### src/rtl/round_pkg.sv
// Shared types and helpers for the round controller: phase encoding, BCD timer value,
// round-limit calculation and BCD countdown step.
package round_pkg;

  typedef enum logic [2:0] {
    TITLE     = 3'd0,
    READY     = 3'd1,
    PLAY      = 3'd2,
    CAUGHT    = 3'd3,
    LEVEL_UP  = 3'd4,
    GAME_OVER = 3'd5
  } state_t;

  typedef struct packed {
    logic [3:0] tens;
    logic [3:0] ones;
  } bcd_t;

  localparam int MIN_ROUND_SECS = 10;

  function automatic bcd_t to_bcd(input logic [6:0] v);
    bcd_t b;
    b.tens = 4'(v / 7'd10);
    b.ones = 4'(v % 7'd10);
    return b;
  endfunction

  // Each difficulty step takes 5 s off the round, never below the floor.
  function automatic bcd_t round_limit(input int round_secs, input logic [1:0] difficulty);
    int lim;
    lim = round_secs - 5 * int'(difficulty);
    if (lim < MIN_ROUND_SECS) lim = MIN_ROUND_SECS;
    return to_bcd(7'(lim));
  endfunction

  function automatic bcd_t bcd_dec(input bcd_t b);
    bcd_t r;
    r = b;
    if (b.ones != 4'd0) begin
      r.ones = b.ones - 4'd1;
    end else if (b.tens != 4'd0) begin
      r.tens = b.tens - 4'd1;
      r.ones = 4'd9;
    end
    return r;
  endfunction

endpackage

### src/rtl/round_controller_if.sv
// Signal bundle between the round controller and the top level / game datapath.
// slave = controller side, master = top level / datapath side.
interface round_controller_if;
  import round_pkg::*;

  logic       FrameSync;
  logic       Continue;
  logic [1:0] Difficulty;
  logic       PlayerCaught;
  logic       PlayerEscaped;

  state_t     State;
  logic [1:0] Map;
  logic       GameEnable;
  logic       RoundReset;
  logic       ShowText;
  logic       Win;
  logic [3:0] SecsTens;
  logic [3:0] SecsOnes;
  logic [3:0] Lives;
  logic [1:0] Level;

  modport slave (
    input  FrameSync, Continue, Difficulty, PlayerCaught, PlayerEscaped,
    output State, Map, GameEnable, RoundReset, ShowText, Win,
           SecsTens, SecsOnes, Lives, Level
  );

  modport master (
    output FrameSync, Continue, Difficulty, PlayerCaught, PlayerEscaped,
    input  State, Map, GameEnable, RoundReset, ShowText, Win,
           SecsTens, SecsOnes, Lives, Level
  );

endinterface

### src/rtl/round_controller_edge_sync.sv
// Two-flop synchronizer plus one-cycle pulse on the selected edge of an asynchronous pin.
// The pulse is sampled by the 3rd Clk edge after the pin edge; no backpressure.
module edge_sync #(
  parameter logic FALL_EDGE = 1'b0,
  parameter logic IDLE_VAL  = 1'b0
) (
  input  logic clk,
  input  logic rst_n,
  input  logic din,
  output logic pulse
);

  // [1:0] are the metastability stages, [2] is the previous synchronized value.
  logic [2:0] sync_q, sync_d;

  assign sync_d = {sync_q[1:0], din};

  always_ff @(posedge clk or negedge rst_n) begin
    if (!rst_n) sync_q <= {3{IDLE_VAL}};
    else        sync_q <= sync_d;
  end

  assign pulse = FALL_EDGE ? (sync_q[2] & ~sync_q[1]) : (sync_q[1] & ~sync_q[2]);

endmodule

### src/rtl/round_controller.sv
// Robber-game session sequencer: title, countdown, play, caught, level-up and game-over phases.
// Pin events act 3 Clk after their edge; all outputs registered; event driven, no backpressure.
module round_controller
  import round_pkg::*;
#(
  parameter int FRAMES_PER_SEC = 60,
  parameter int ROUND_SECS     = 30,
  parameter int READY_SECS     = 3,
  parameter int HOLD_SECS      = 2,
  parameter int START_LIVES    = 3,
  parameter int NUM_LEVELS     = 4
) (
  input logic              Clk,
  input logic              Reset_n,
  round_controller_if.slave bus
);

  localparam int              FC_W       = (FRAMES_PER_SEC > 1) ? $clog2(FRAMES_PER_SEC) : 1;
  localparam logic [FC_W-1:0] FC_LAST    = FC_W'(FRAMES_PER_SEC - 1);
  localparam bcd_t            READY_BCD  = to_bcd(7'(READY_SECS));
  localparam bcd_t            RESET_SECS = round_limit(ROUND_SECS, 2'b00);
  localparam bcd_t            SECS_ONE   = to_bcd(7'd1);
  localparam logic [3:0]      HOLD_CNT   = 4'(HOLD_SECS);
  localparam logic [3:0]      LIVES_INIT = 4'(START_LIVES);
  localparam logic [1:0]      LAST_LEVEL = 2'(NUM_LEVELS - 1);

  // Reset asserts asynchronously, releases two Clk edges later.
  logic [1:0] rst_sync_q, rst_sync_d;
  logic       rst_n;

  assign rst_sync_d = {rst_sync_q[0], 1'b1};

  always_ff @(posedge Clk or negedge Reset_n) begin
    if (!Reset_n) rst_sync_q <= 2'b00;
    else          rst_sync_q <= rst_sync_d;
  end

  assign rst_n = rst_sync_q[1];

  logic frame_pulse, cont_pulse;

  edge_sync #(.FALL_EDGE(1'b1), .IDLE_VAL(1'b1)) u_frame_sync (
    .clk(Clk), .rst_n(rst_n), .din(bus.FrameSync), .pulse(frame_pulse)
  );

  edge_sync #(.FALL_EDGE(1'b0), .IDLE_VAL(1'b0)) u_cont_sync (
    .clk(Clk), .rst_n(rst_n), .din(bus.Continue), .pulse(cont_pulse)
  );

  state_t          state_q, state_d;
  bcd_t            secs_q, secs_d;
  logic [FC_W-1:0] frame_cnt_q, frame_cnt_d;
  logic [3:0]      hold_q, hold_d;
  logic [3:0]      lives_q, lives_d;
  logic [1:0]      level_q, level_d;
  logic            win_q, win_d;
  logic            game_enable_q, game_enable_d;
  logic            show_text_q, show_text_d;
  logic            round_reset_q, round_reset_d;
  logic            sec_pulse;

  always_comb begin
    state_d     = state_q;
    secs_d      = secs_q;
    frame_cnt_d = frame_cnt_q;
    hold_d      = hold_q;
    lives_d     = lives_q;
    level_d     = level_q;
    win_d       = win_q;
    sec_pulse   = 1'b0;

    if (frame_pulse && state_q != TITLE && state_q != GAME_OVER) begin
      if (frame_cnt_q == FC_LAST) begin
        frame_cnt_d = '0;
        sec_pulse   = 1'b1;
      end else begin
        frame_cnt_d = frame_cnt_q + FC_W'(1);
      end
    end

    case (state_q)
      TITLE: begin
        // Preview the round limit the current Difficulty would give.
        secs_d = round_limit(ROUND_SECS, bus.Difficulty);
        if (cont_pulse) begin
          state_d = READY;
          lives_d = LIVES_INIT;
          level_d = 2'd0;
          win_d   = 1'b0;
        end
      end
      READY: begin
        if (sec_pulse) begin
          if (secs_q == '0) state_d = PLAY;
          else              secs_d  = bcd_dec(secs_q);
        end
      end
      PLAY: begin
        if (sec_pulse) secs_d = bcd_dec(secs_q);
        if (bus.PlayerCaught || (sec_pulse && secs_q == SECS_ONE)) begin
          state_d = CAUGHT;
          lives_d = (lives_q != 4'd0) ? lives_q - 4'd1 : 4'd0;
        end else if (bus.PlayerEscaped) begin
          state_d = LEVEL_UP;
        end
      end
      CAUGHT: begin
        if (sec_pulse) begin
          if (hold_q > 4'd1) hold_d  = hold_q - 4'd1;
          else               state_d = (lives_q != 4'd0) ? READY : GAME_OVER;
        end
      end
      LEVEL_UP: begin
        if (sec_pulse) begin
          if (hold_q > 4'd1) begin
            hold_d = hold_q - 4'd1;
          end else if (level_q == LAST_LEVEL) begin
            state_d = GAME_OVER;
            win_d   = 1'b1;
          end else begin
            level_d = level_q + 2'd1;
            state_d = READY;
          end
        end
      end
      GAME_OVER: begin
        if (cont_pulse) state_d = TITLE;
      end
      default: state_d = TITLE;
    endcase

    // Every phase starts with a fresh frame count; Difficulty is sampled only here for PLAY.
    if (state_d != state_q) begin
      frame_cnt_d = '0;
      case (state_d)
        READY:            secs_d = READY_BCD;
        PLAY:             secs_d = round_limit(ROUND_SECS, bus.Difficulty);
        CAUGHT, LEVEL_UP: hold_d = HOLD_CNT;
        default:          ;
      endcase
    end
  end

  assign game_enable_d = (state_d == PLAY);
  assign show_text_d   = (state_d != PLAY);
  assign round_reset_d = (state_d == READY) && (state_q != READY);

  always_ff @(posedge Clk or negedge rst_n) begin
    if (!rst_n) begin
      state_q       <= TITLE;
      secs_q        <= RESET_SECS;
      frame_cnt_q   <= '0;
      hold_q        <= 4'd0;
      lives_q       <= LIVES_INIT;
      level_q       <= 2'd0;
      win_q         <= 1'b0;
      game_enable_q <= 1'b0;
      show_text_q   <= 1'b1;
      round_reset_q <= 1'b0;
    end else begin
      state_q       <= state_d;
      secs_q        <= secs_d;
      frame_cnt_q   <= frame_cnt_d;
      hold_q        <= hold_d;
      lives_q       <= lives_d;
      level_q       <= level_d;
      win_q         <= win_d;
      game_enable_q <= game_enable_d;
      show_text_q   <= show_text_d;
      round_reset_q <= round_reset_d;
    end
  end

  assign bus.State      = state_q;
  assign bus.Map        = level_q;
  assign bus.Level      = level_q;
  assign bus.GameEnable = game_enable_q;
  assign bus.RoundReset = round_reset_q;
  assign bus.ShowText   = show_text_q;
  assign bus.Win        = win_q;
  assign bus.SecsTens   = secs_q.tens;
  assign bus.SecsOnes   = secs_q.ones;
  assign bus.Lives      = lives_q;

endmodule

### src/flat_wrapper.sv
// flat-port wrapper written by rule: the top's interface ports become plain ports
module round_controller_flat import round_pkg::*;
#(
  parameter int FRAMES_PER_SEC = 60,
  parameter int ROUND_SECS     = 30,
  parameter int READY_SECS     = 3,
  parameter int HOLD_SECS      = 2,
  parameter int START_LIVES    = 3,
  parameter int NUM_LEVELS     = 4
)
  (Clk, Reset_n, bus_FrameSync, bus_Continue, bus_Difficulty, bus_PlayerCaught, bus_PlayerEscaped, bus_State, bus_Map, bus_GameEnable, bus_RoundReset, bus_ShowText, bus_Win, bus_SecsTens, bus_SecsOnes, bus_Lives, bus_Level);
  round_controller_if bus_i ();
  input logic Clk;
  input logic Reset_n;
  input wire logic [$bits(bus_i.FrameSync)-1:0] bus_FrameSync;
  input wire logic [$bits(bus_i.Continue)-1:0] bus_Continue;
  input wire logic [$bits(bus_i.Difficulty)-1:0] bus_Difficulty;
  input wire logic [$bits(bus_i.PlayerCaught)-1:0] bus_PlayerCaught;
  input wire logic [$bits(bus_i.PlayerEscaped)-1:0] bus_PlayerEscaped;
  output wire logic [$bits(bus_i.State)-1:0] bus_State;
  output wire logic [$bits(bus_i.Map)-1:0] bus_Map;
  output wire logic [$bits(bus_i.GameEnable)-1:0] bus_GameEnable;
  output wire logic [$bits(bus_i.RoundReset)-1:0] bus_RoundReset;
  output wire logic [$bits(bus_i.ShowText)-1:0] bus_ShowText;
  output wire logic [$bits(bus_i.Win)-1:0] bus_Win;
  output wire logic [$bits(bus_i.SecsTens)-1:0] bus_SecsTens;
  output wire logic [$bits(bus_i.SecsOnes)-1:0] bus_SecsOnes;
  output wire logic [$bits(bus_i.Lives)-1:0] bus_Lives;
  output wire logic [$bits(bus_i.Level)-1:0] bus_Level;
  assign bus_i.FrameSync = bus_FrameSync;
  assign bus_i.Continue = bus_Continue;
  assign bus_i.Difficulty = bus_Difficulty;
  assign bus_i.PlayerCaught = bus_PlayerCaught;
  assign bus_i.PlayerEscaped = bus_PlayerEscaped;
  assign bus_State = bus_i.State;
  assign bus_Map = bus_i.Map;
  assign bus_GameEnable = bus_i.GameEnable;
  assign bus_RoundReset = bus_i.RoundReset;
  assign bus_ShowText = bus_i.ShowText;
  assign bus_Win = bus_i.Win;
  assign bus_SecsTens = bus_i.SecsTens;
  assign bus_SecsOnes = bus_i.SecsOnes;
  assign bus_Lives = bus_i.Lives;
  assign bus_Level = bus_i.Level;
  round_controller #(.FRAMES_PER_SEC(FRAMES_PER_SEC), .ROUND_SECS(ROUND_SECS), .READY_SECS(READY_SECS), .HOLD_SECS(HOLD_SECS), .START_LIVES(START_LIVES), .NUM_LEVELS(NUM_LEVELS)) u_core (.Clk(Clk), .Reset_n(Reset_n), .bus(bus_i));
endmodule
### config.mk
export PLATFORM = sky130hd
export DESIGN_NAME = round_controller_flat
export DESIGN_NICKNAME = d
export VERILOG_FILES = /design/src/rtl/round_pkg.sv /design/src/rtl/round_controller_if.sv /design/src/rtl/round_controller_edge_sync.sv /design/src/rtl/round_controller.sv /design/src/flat_wrapper.sv
export SDC_FILE = /design/constraint.sdc
export NUM_CORES = 1
export LEC_CHECK = 0
export BUFFER_PORTS_ARGS = -buffer_cell sky130_fd_sc_hd__buf_2
export CAP_MARGIN = 25
export CORE_MARGIN = 4
export CORE_UTILIZATION = 52
export DETAILED_ROUTE_END_ITERATION = 8
export PLACE_DENSITY_LB_ADDON = 0.1
export SLEW_MARGIN = 20
export SYNTH_ARGS = -nofsm -noshare
export SYNTH_HDL_FRONTEND = slang
export SYNTH_SLANG_ARGS = --single-unit
### constraint.sdc
create_clock -name Clk -period 1.4 [get_ports Clk]
set_clock_uncertainty 0.15 [all_clocks]
set_input_delay 0.14 -clock Clk [delete_from_list [all_inputs] [get_ports Clk]]
set_output_delay 0.14 -clock Clk [all_outputs]
set_load 0.005 [all_outputs]
==> impl_metrics.env, run 1 <==
export IMPL_status="finished with violations"
export IMPL_violations="setup timing"
export IMPL_ys_ff_latch=39
export IMPL_hold_class="reg2async"
export IMPL_nFillCells=238
export IMPL_setup_ws_ps=-1180
export IMPL_grt_setup_unrepaired="true"
export IMPL_cts_htree_levels=2
export IMPL_grt_pass1_vias=2873
export IMPL_fin_crit_ps=2580
export IMPL_path_max_fanout=7
export IMPL_die_area_um2=6040
export IMPL_critical_path_required_ps=1450
export IMPL_worst_pin_slew_ps=650
export IMPL_syn_num_nets=282
export IMPL_yosysSeqAreaShare=0.390
export IMPL_wl_mm=8.97
export IMPL_criticalPathCategory="reg2reg"
export IMPL_yosysWarnings=0
export IMPL_final_area_um2=4050
export IMPL_whs_ps=84.7
export IMPL_start_util=0.535
export IMPL_track_usage=0.289
export IMPL_drv_slew=0
export IMPL_via_per_inst=6.05
export IMPL_netlist_instances=262
export IMPL_antenna_found_initial=0
export IMPL_num_vias=2848
export IMPL_drv_cap=0
export IMPL_reg2reg_depth=7
export IMPL_power_density_nw_per_um2=731
export IMPL_drive_gt1_frac=0.552
export IMPL_startpoint_type="flip-flop"
export IMPL_grt_pass1_wl_mm=13.7
export IMPL_synth_area_um2=2530
export IMPL_rrSetupSlack_ps=-1180
export IMPL_ys_flop_type="dfrtp_1"
export IMPL_fmax_ghz=0.387
export IMPL_clk_latency_ps=300
export IMPL_syn_area_per_cell_um2=9.65
export IMPL_syn2layout_area_growth_pct=60.3
export IMPL_synth_distinct_cells=64
export IMPL_cts_sinks=39
export IMPL_cts_reportedPaths_clkPinSlew_ps=90
export IMPL_final_hold_violation_count=0
export IMPL_wl_per_cell_um=19.0
export IMPL_dp_hpwl_mm=5.57
export IMPL_multiInputGateArea_um2=1630
export IMPL_crit_path_end_kind="flip-flop"
export IMPL_preCtsSetupSlack_ps=-1040
export IMPL_drc_errors=0
export IMPL_fin_nets=423
export IMPL_die_x_um=77.7
export IMPL_drt_pass1_iterations=5
export IMPL_cts_made_buffers=5
export IMPL_regArea_um2=991
export IMPL_coreArea_um2=4720
export IMPL_worstReg2RegEnd="u_core.bus.SecsTens[3]"
export IMPL_cts_tree="done"
export IMPL_gp_congestion=0.911
export IMPL_cp_arrival_ps=2640
export IMPL_fin_crit_sh=1.85
export IMPL_dpl_cell_area_um2=3530
export IMPL_grt_max_degree=38
export IMPL_p_leak_uw=0.00183
export IMPL_clockRootBuffer="clkbuf_8"
export IMPL_irDropWorstVdd_mv=0.996
export IMPL_cts_buffer_depth=2
export IMPL_synth_edf_count=0
export IMPL_die_y_um=77.7
export IMPL_overflow=0
export IMPL_pin_count=31
export IMPL_num_rows=25
export IMPL_portBuffers=30
export IMPL_async_reset_ff_frac=1.00
export IMPL_slew_headroom=0.565
export IMPL_setup_violations=32
export IMPL_drtIter0Drc=266
export IMPL_reg2reg_from="u_core.bus.State[2]"
export IMPL_diodes=0
export IMPL_ant_nets=0
==> registers in the layout (all words and copies together), names as in the netlist <==
name                        count
u_core.bus.RoundReset           1
u_core.bus.Lives                4
u_core.bus.SecsTens             4
u_core.frame_cnt_q              6
u_core.bus.Level                2
u_core.bus.SecsOnes             4
u_core.bus.Win                  1
u_core.bus.ShowText             1
u_core.bus.GameEnable           1
u_core.bus.State                3
u_core.hold_q                   4
u_core.u_cont_sync.sync_q       3
u_core.rst_sync_q               2
u_core.u_frame_sync.sync_q      3
==> area by class of cell <==
| cell class | instances | area share |
|---|---|---|
| Clock buffer | 5 | 0.0170 |
| Clock inverter | 3 | 0.0176 |
| Inverter | 18 | 0.0173 |
| Multi-Input combinational cell | 192 | 0.401 |
| Sequential cell | 39 | 0.245 |
| Tap cell | 67 | 0.0207 |
| Timing Repair Buffer | 147 | 0.282 |
==> worst max path at each step <==
stage,cells past startpoint,slack [ps],endpoint,from
floorplan,8,-950,u_core.hold_q[1],u_core.bus.State[2]
global placement,8,-960,u_core.hold_q[1],u_core.frame_cnt_q[0]
detailed placement,8,-1040,u_core.hold_q[1],u_core.frame_cnt_q[0]
CTS,8,-990,u_core.hold_q[1],u_core.bus.SecsTens[0]
global route,7,-1200,u_core.bus.SecsTens[3],u_core.bus.State[2]
finish,7,-1180,u_core.bus.SecsTens[3],u_core.bus.State[2]
==> worst max-delay path, stage by stage (launching register included) <==
cell and delay [ps]:
dfrtp_2 470, xor2_4 210, o211ai_2 300, buf_6 160
nor3_2 60, o41ai_4 670, xnor2_4 190, a32oi_1 270
==> Yosys cell counts, drive strengths merged, types with 2 or more instances <==
cell type	count	area share
nand4	3	0.0074
or4	4	0.013
a32oi	6	0.021
a21o	6	0.018
o21a	3	0.0089
nor3b	6	0.026
o41ai	2	0.014
a21oi	16	0.032
and3	3	0.0074
o221ai	2	0.0069
nor4	5	0.012
xnor2	3	0.013
nand2	20	0.030
and4b	2	0.0079
nor2b	3	0.0074
mux2i	4	0.016
and2	2	0.0049
buf	11	0.035
dfstp	8	0.083
o211ai	2	0.0079
ha	12	0.059
xor2	5	0.025
a22oi	2	0.0079
nor2	11	0.016
mux2	2	0.010
nor3	19	0.040
a31oi	7	0.017
a2111oi	2	0.0094
or2	2	0.0049
nand3	4	0.0079
clkbuf	2	0.0030
inv	18	0.027
nand2b	4	0.0099
o21ai	16	0.032
dfrtp	31	0.31
==> power breakdown <==
group	total (uW)	leakage, uW	switching, uW	internal, uW
Sequential	1280	0.000457	61.5	1220
Clock	1180	0.0000703	452	724
Combinational	501	0.00130	230	271
==> layer usage <==
metal / up-vias / track usage / wire (um)
met5: - / 0 / 0
met4: 0 / 0.137 / 384
met3: 47 / 0.0499 / 794
met2: 199 / 0.496 / 4260
met1: 1355 / 0.350 / 3530
li1: 1247 / - / -
==> what timing repair did <==
item | in CTS | in global routing
pin swaps | 19 | 7
endpoints found under the setup margin | 32 | 35
hold buffers | 4 | 0
gates resized for setup | 40 | 26
buffers inserted | 11 | 6
hold endpoints to repair | 4 | 0
==> cells by family after synthesis <==
family	after synthesis	synth area share
buf+inv	31	0.0648
flops	39	0.390
simple gates	90	0.203
compound gates	75	0.217
mux	6	0.0262
fa+ha+maj	12	0.0594
xor+xnor	8	0.0381
other cells	1	0.00148
==> layout by cell type (no fill, tap or decap), types with 3 or more instances in the layout <==
master / count
buf_4: 92
buf_2: 29
dfrtp_1: 27
buf_6: 20
nand2_1: 17
a21oi_1: 12
inv_1: 11
nor2_1: 10
nor3_1: 10
nor3_2: 9
o21ai_0: 8
dfstp_2: 8
ha_1: 7
inv_2: 6
a32oi_1: 6
a21o_1: 6
a31oi_1: 6
o21ai_1: 5
clkbuf_8: 5
nand2b_1: 4
a21oi_2: 4
xor2_1: 4
dlygate4sd3_1: 4
dfrtp_2: 4
o21ai_4: 3
nor3b_4: 3
nand3_1: 3
nand4_1: 3
nor3b_1: 3
nor4_1: 3
or4_1: 3
mux2i_1: 3
ha_2: 3
==> per-stage QoR <==
stage          total power (uW)  utilization  instances  TNS [ps]
2_1_floorplan              1490            -        262    -20480
3_3_place_gp               1710        0.748        446    -23110
3_5_place_dp               1720        0.748        446    -25240
4_1_cts                    2950        0.831        467    -23760
5_1_grt                    3090        0.858        471    -29660
6_report                   2960        0.858        471    -28150
Note: power is estimated with default switching activity, not from simulation.
==> run 2, diff against run 1 <==
- CTS_BUF_LIST: not set -> sky130_fd_sc_hd__clkbuf_16
==> impl_metrics.env, run 2 (same netlist as run 1, synthesis figures left out) <==
export IMPL_status="finished with violations"
export IMPL_violations="setup timing"
export IMPL_setup_tns_ps=-29510
export IMPL_coreArea_um2=4720
export IMPL_drv_cap=0
export IMPL_startpoint_type="flip-flop"
export IMPL_startpoint="u_core.u_frame_sync.sync_q[1]"
export IMPL_hold_class="in2async"
export IMPL_criticalPathCategory="reg2reg"
export IMPL_ant_nets=0
export IMPL_pin_count=31
export IMPL_die_x_um=77.7
export IMPL_drive_gt1_frac=0.571
export IMPL_num_rows=25
export IMPL_rrSetupSlack_ps=-1250
export IMPL_start_util=0.535
export IMPL_mostFrequentLayoutCell="buf_4"
export IMPL_portBuffers=30
export IMPL_num_vias=3086
export IMPL_die_area_um2=6040
export IMPL_fmax_ghz=0.378
export IMPL_dpl_cell_area_um2=3530
export IMPL_clk_latency_ps=290
export IMPL_p_total_uw=3490
export IMPL_cts_buffer_depth=2
export IMPL_final_area_um2=4150
export IMPL_die_y_um=77.7
export IMPL_drv_slew=0
export IMPL_grt_setup_unrepaired="true"
export IMPL_cp_arrival_ps=2670
export IMPL_dp_hpwl_mm=5.57
export IMPL_cts_made_buffers=5
export IMPL_overflow=0
export IMPL_setup_violations=31
export IMPL_slew_headroom=0.631
export IMPL_fin_nets=427
export IMPL_cts_sinks=39
export IMPL_top_register="u_core.frame_cnt_q"
export IMPL_setup_ws_ps=-1250
export IMPL_cts_tree="done"
export IMPL_wl_per_cell_um=22.7
export IMPL_irDropWorstVdd_mv=1.25
export IMPL_diodes=0
export IMPL_crit_path_end_kind="flip-flop"
export IMPL_worst_pin_slew_ps=552
export IMPL_reg2reg_from="u_core.u_frame_sync.sync_q[1]"
export IMPL_clockRootBuffer="clkbuf_16"
export IMPL_final_cell_mix="buf_4 (97), buf_2 (30), dfrtp_1 (27)"
export IMPL_worstReg2RegEnd="u_core.bus.SecsTens[1]"
export IMPL_fin_crit_ps=2650
export IMPL_cts_reportedPaths_clkPinSlew_ps=60
export IMPL_power_density_nw_per_um2=839
export IMPL_track_usage=0.308
export IMPL_path_max_fanout=7
export IMPL_seqPwrFrac=0.381
export IMPL_final_hold_violation_count=0
export IMPL_crit_end="u_core.bus.SecsTens[1]"
export IMPL_drt_pass1_iterations=8
export IMPL_antenna_found_initial=0
export IMPL_reg2reg_depth=7
export IMPL_largest_register_ffs=6
export IMPL_nFillCells=237
export IMPL_pwr_share_clk=0.441
export IMPL_grt_max_degree=38
export IMPL_grt_pass1_wl_mm=14.5
export IMPL_gp_congestion=0.911
export IMPL_p_sw_frac=0.261
export IMPL_drtIter0Drc=551
export IMPL_p_leak_uw=0.00185
export IMPL_syn2layout_area_growth_pct=64.4
export IMPL_p_sw_uw=909
export IMPL_drc_errors=0
export IMPL_via_per_inst=6.50
export IMPL_fin_util=0.879
export IMPL_cts_htree_levels=2
export IMPL_combinationalPowerShare=0.178
export IMPL_critical_path_required_ps=1430
export IMPL_wl_mm=10.8
export IMPL_p_int_uw=2580
export IMPL_grt_pass1_vias=2938
export IMPL_fin_crit_sh=1.89
## run 2: changes by cell type in the layout (fill, tap and decap cells not counted), sizes merged
cell and delta:
dlygate4sd3 -1, buf +5
## run 2: timing repair
| item | 4_1_cts | 5_1_grt |
|---|---|---|
| pin swaps | 14 | 22 |
| buffers inserted | 9 | 13 |
| endpoints found under the setup margin | 31 | 32 |
| hold endpoints to repair | 4 | 0 |
| hold buffers | 3 | 0 |
| cloned | 0 | 0 |
| gates resized for setup | 31 | 40 |
## run 2: power groups by stage
| stage | Combinational [uW] | Clock [uW] | Sequential [uW] |
|---|---|---|---|
| after floorplan | 174 | 0 | 1320 |
| after global placement | 405 | 0 | 1300 |
| after detailed placement | 423 | 0 | 1300 |
| after CTS | 517 | 1540 | 1290 |
| after global routing | 650 | 1590 | 1330 |
| final | 620 | 1540 | 1330 |
## run 2: through the flow
step,worst slack (ps),hold slack (ps),cells
finish,-1250,0.0757,475
detailed placement,-1040,-224,446
floorplan,-949,-306,262
global route,-1240,28.7,475
global placement,-958,-224,446
CTS,-1010,8.02,466
## run 2: layout make-up
class | instances | area [um2] | area share
tap | 67 | 83.8 | 0.0202
inverter | 18 | 67.6 | 0.0163
timing repair buffer | 151 | 1160 | 0.280
clock buffer | 5 | 125 | 0.0301
clock inverter | 3 | 71.3 | 0.0172
multi-input combinational | 192 | 1650 | 0.398
sequential | 39 | 991 | 0.239
## run 2: worst min-delay path by stage
stage	depth (start not counted)	slack, ps	startpoint	end
3_5_place_dp	1	-220	Reset_n	u_core.rst_sync_q[0]
6_report	2	0.08	Reset_n	u_core.rst_sync_q[1]
4_1_cts	2	8	Reset_n	u_core.rst_sync_q[0]
3_3_place_gp	1	-220	Reset_n	u_core.rst_sync_q[0]
2_1_floorplan	0	-310	Reset_n	u_core.rst_sync_q[0]
5_1_grt	2	30	Reset_n	u_core.rst_sync_q[0]
## run 2: worst max-delay path, cell delays in order, from the launching register on
cell	delay (ps)
dfstp_2	580
and4b_2	300
buf_6	130
o211a_4	170
a2111oi_4	460
o41ai_4	170
xnor2_4	210
a31oi_1	360
## run 2: routing by layer
| metal | up-vias | routed length, um | GRT usage |
|---|---|---|---|
| met5 | - | 0 | 0 |
| met4 | 0 | 871 | 0.192 |
| met3 | 98 | 1270 | 0.0603 |
| met2 | 282 | 4840 | 0.500 |
| met1 | 1450 | 3810 | 0.374 |
| li1 | 1256 | - | - |
==> run 3, diff against run 2 <==
- HOLD_SLACK_MARGIN: not set -> 0.02
==> impl_metrics.env, run 3 (same netlist as run 1, synthesis figures left out) <==
export IMPL_reg2reg_depth=7
export IMPL_dpl_cell_area_um2=3530
export IMPL_p_total_uw=3480
export IMPL_combinationalPowerShare=0.176
export IMPL_wl_met2_mm=4.81
export IMPL_final_hold_violation_count=0
export IMPL_wl_met1_mm=4.02
export IMPL_multiInputGateArea_um2=1650
export IMPL_portBuffers=30
export IMPL_worst_pin_slew_ps=605
export IMPL_p_sw_frac=0.258
export IMPL_grt_pass1_wl_mm=14.5
export IMPL_pin_count=31
export IMPL_status="finished with violations"
export IMPL_setup_tns_ps=-29650
export IMPL_slew_headroom=0.595
export IMPL_setup_ws_ps=-1250
export IMPL_p_leak_uw=0.00185
export IMPL_grt_setup_unrepaired="true"
export IMPL_cts_made_buffers=5
export IMPL_die_area_um2=6040
export IMPL_drive_gt1_frac=0.570
export IMPL_cts_buffer_depth=2
export IMPL_violations="setup timing"
export IMPL_clk_latency_ps=290
export IMPL_gp_congestion=0.911
export IMPL_power_density_nw_per_um2=836
export IMPL_final_cells=476
export IMPL_syn2layout_area_growth_pct=64.8
export IMPL_crit_path_end_kind="flip-flop"
export IMPL_fin_crit_sh=1.90
export IMPL_largest_register_ffs=6
export IMPL_num_rows=25
export IMPL_top_layer="met4"
export IMPL_final_area_um2=4160
export IMPL_via_per_inst=6.37
export IMPL_grt_pass1_vias=2944
export IMPL_crit_path_cell_trace="and4b_2 -> buf_6 -> o211a_4 -> a2111oi_4 -> o41ai_4 -> xnor2_4 -> a32oi_1"
export IMPL_drc_errors=0
export IMPL_cp_slowest_stage_delay_ps=580
export IMPL_startpoint_type="flip-flop"
export IMPL_start_util=0.535
export IMPL_top_register="u_core.frame_cnt_q"
export IMPL_diodes=0
export IMPL_die_y_um=77.7
export IMPL_criticalPathCategory="reg2reg"
export IMPL_pwr_share_clk=0.444
export IMPL_irDropWorstVdd_mv=0.940
export IMPL_critical_path_required_ps=1390
export IMPL_final_cell_mix="buf_4 (97), buf_2 (30), dfrtp_1 (27)"
export IMPL_path_max_fanout=7
export IMPL_wl_per_cell_um=22.5
export IMPL_mostFrequentLayoutCell="buf_4"
export IMPL_clockRootBuffer="clkbuf_16"
export IMPL_wl_mm=10.7
export IMPL_dp_cells=446
export IMPL_seqPwrFrac=0.380
export IMPL_cts_sinks=39
export IMPL_drv_cap=0
export IMPL_regArea_um2=991
export IMPL_p_sw_uw=899
export IMPL_overflow=0
export IMPL_ant_nets=0
export IMPL_critical_path_cell_count=7
export IMPL_dp_hpwl_mm=5.57
export IMPL_setup_violations=31
export IMPL_drt_pass1_iterations=9
export IMPL_num_vias=3031
export IMPL_wl_met3_mm=1.04
export IMPL_cts_reportedPaths_clkPinSlew_ps=60
export IMPL_die_x_um=77.7
export IMPL_fmax_ghz=0.377
export IMPL_crit_family="compound AO/OA/AOI/OAI gates"
export IMPL_cts_htree_levels=2
export IMPL_cts_tree="done"
export IMPL_crit_path_top_delay_cell="dfstp_2"
export IMPL_path_buf_inv=1
export IMPL_hold_class="reg2async"
export IMPL_p_int_uw=2580
export IMPL_whs_ps=113
export IMPL_nFillCells=234
export IMPL_drtIter0Drc=484
export IMPL_fin_crit_ps=2650
export IMPL_fin_nets=428
export IMPL_track_usage=0.309
export IMPL_coreArea_um2=4720
export IMPL_cp_arrival_ps=2640
export IMPL_antenna_found_initial=0
export IMPL_grt_max_degree=38
export IMPL_drv_slew=0
==> run 3: cell count changes in the layout (fill, tap and decap cells not counted), sizes merged <==
cell,change
dlygate4sd3,+1
==> run 3: cell type report <==
class / instances / share of cell area
multi-input combinational: 192 / 0.397
timing repair buffer: 152 / 0.282
sequential: 39 / 0.238
clock buffer: 5 / 0.0300
tap: 67 / 0.0201
clock inverter: 3 / 0.0171
inverter: 18 / 0.0162
==> run 3: worst register-to-register path, stage by stage, from the launching register on <==
cell and delay (ps):
dfstp_2 580, and4b_2 300, buf_6 140, o211a_4 170
a2111oi_4 460, o41ai_4 180, xnor2_4 330, a32oi_1 200
==> run 3: worst paths after layout <==
check | endpoint | slack [ps] | from
max | u_core.bus.SecsTens[3] | -1250 | u_core.u_frame_sync.sync_q[1]
min | u_core.frame_cnt_q[1] | 110 | u_core.rst_sync_q[1]
max reg2reg | u_core.bus.SecsTens[3] | -1250 | u_core.u_frame_sync.sync_q[1]
min reg2reg | u_core.frame_cnt_q[1] | 110 | u_core.rst_sync_q[1]
max in group asynchronous | u_core.rst_sync_q[1] | 430 | Reset_n
min in group Clk | u_core.rst_sync_q[1] | 200 | u_core.rst_sync_q[0]
==> run 3: timing repair <==
action | 4_1_cts | 5_1_grt
hold endpoints to repair | 4 | 0
buffers inserted | 9 | 13
pin swaps | 14 | 22
hold buffers | 4 | 0
endpoints found under the setup margin | 31 | 32
gates resized for setup | 31 | 40
==> run 3: through the flow <==
step,utilization,setup WS (ps)
floorplan,-,-949
global placement,0.748,-958
detailed placement,0.748,-1040
CTS,0.838,-1010
global route,0.882,-1230
finish,0.882,-1250
==> run 3: power groups by stage <==
| stage | logic, uW | clock network, uW | registers, uW |
|---|---|---|---|
| final | 614 | 1540 | 1320 |
| after global routing | 643 | 1610 | 1320 |
| after CTS | 519 | 1540 | 1290 |
| after detailed placement | 423 | 0 | 1300 |
| after global placement | 405 | 0 | 1300 |
| after floorplan | 174 | 0 | 1320 |
==> run 3: metal layers <==
layer	GRT usage	up-vias
met4	0.192	0
li1	-	1259
met5	0	-
met2	0.500	236
met3	0.0603	91
met1	0.376	1445
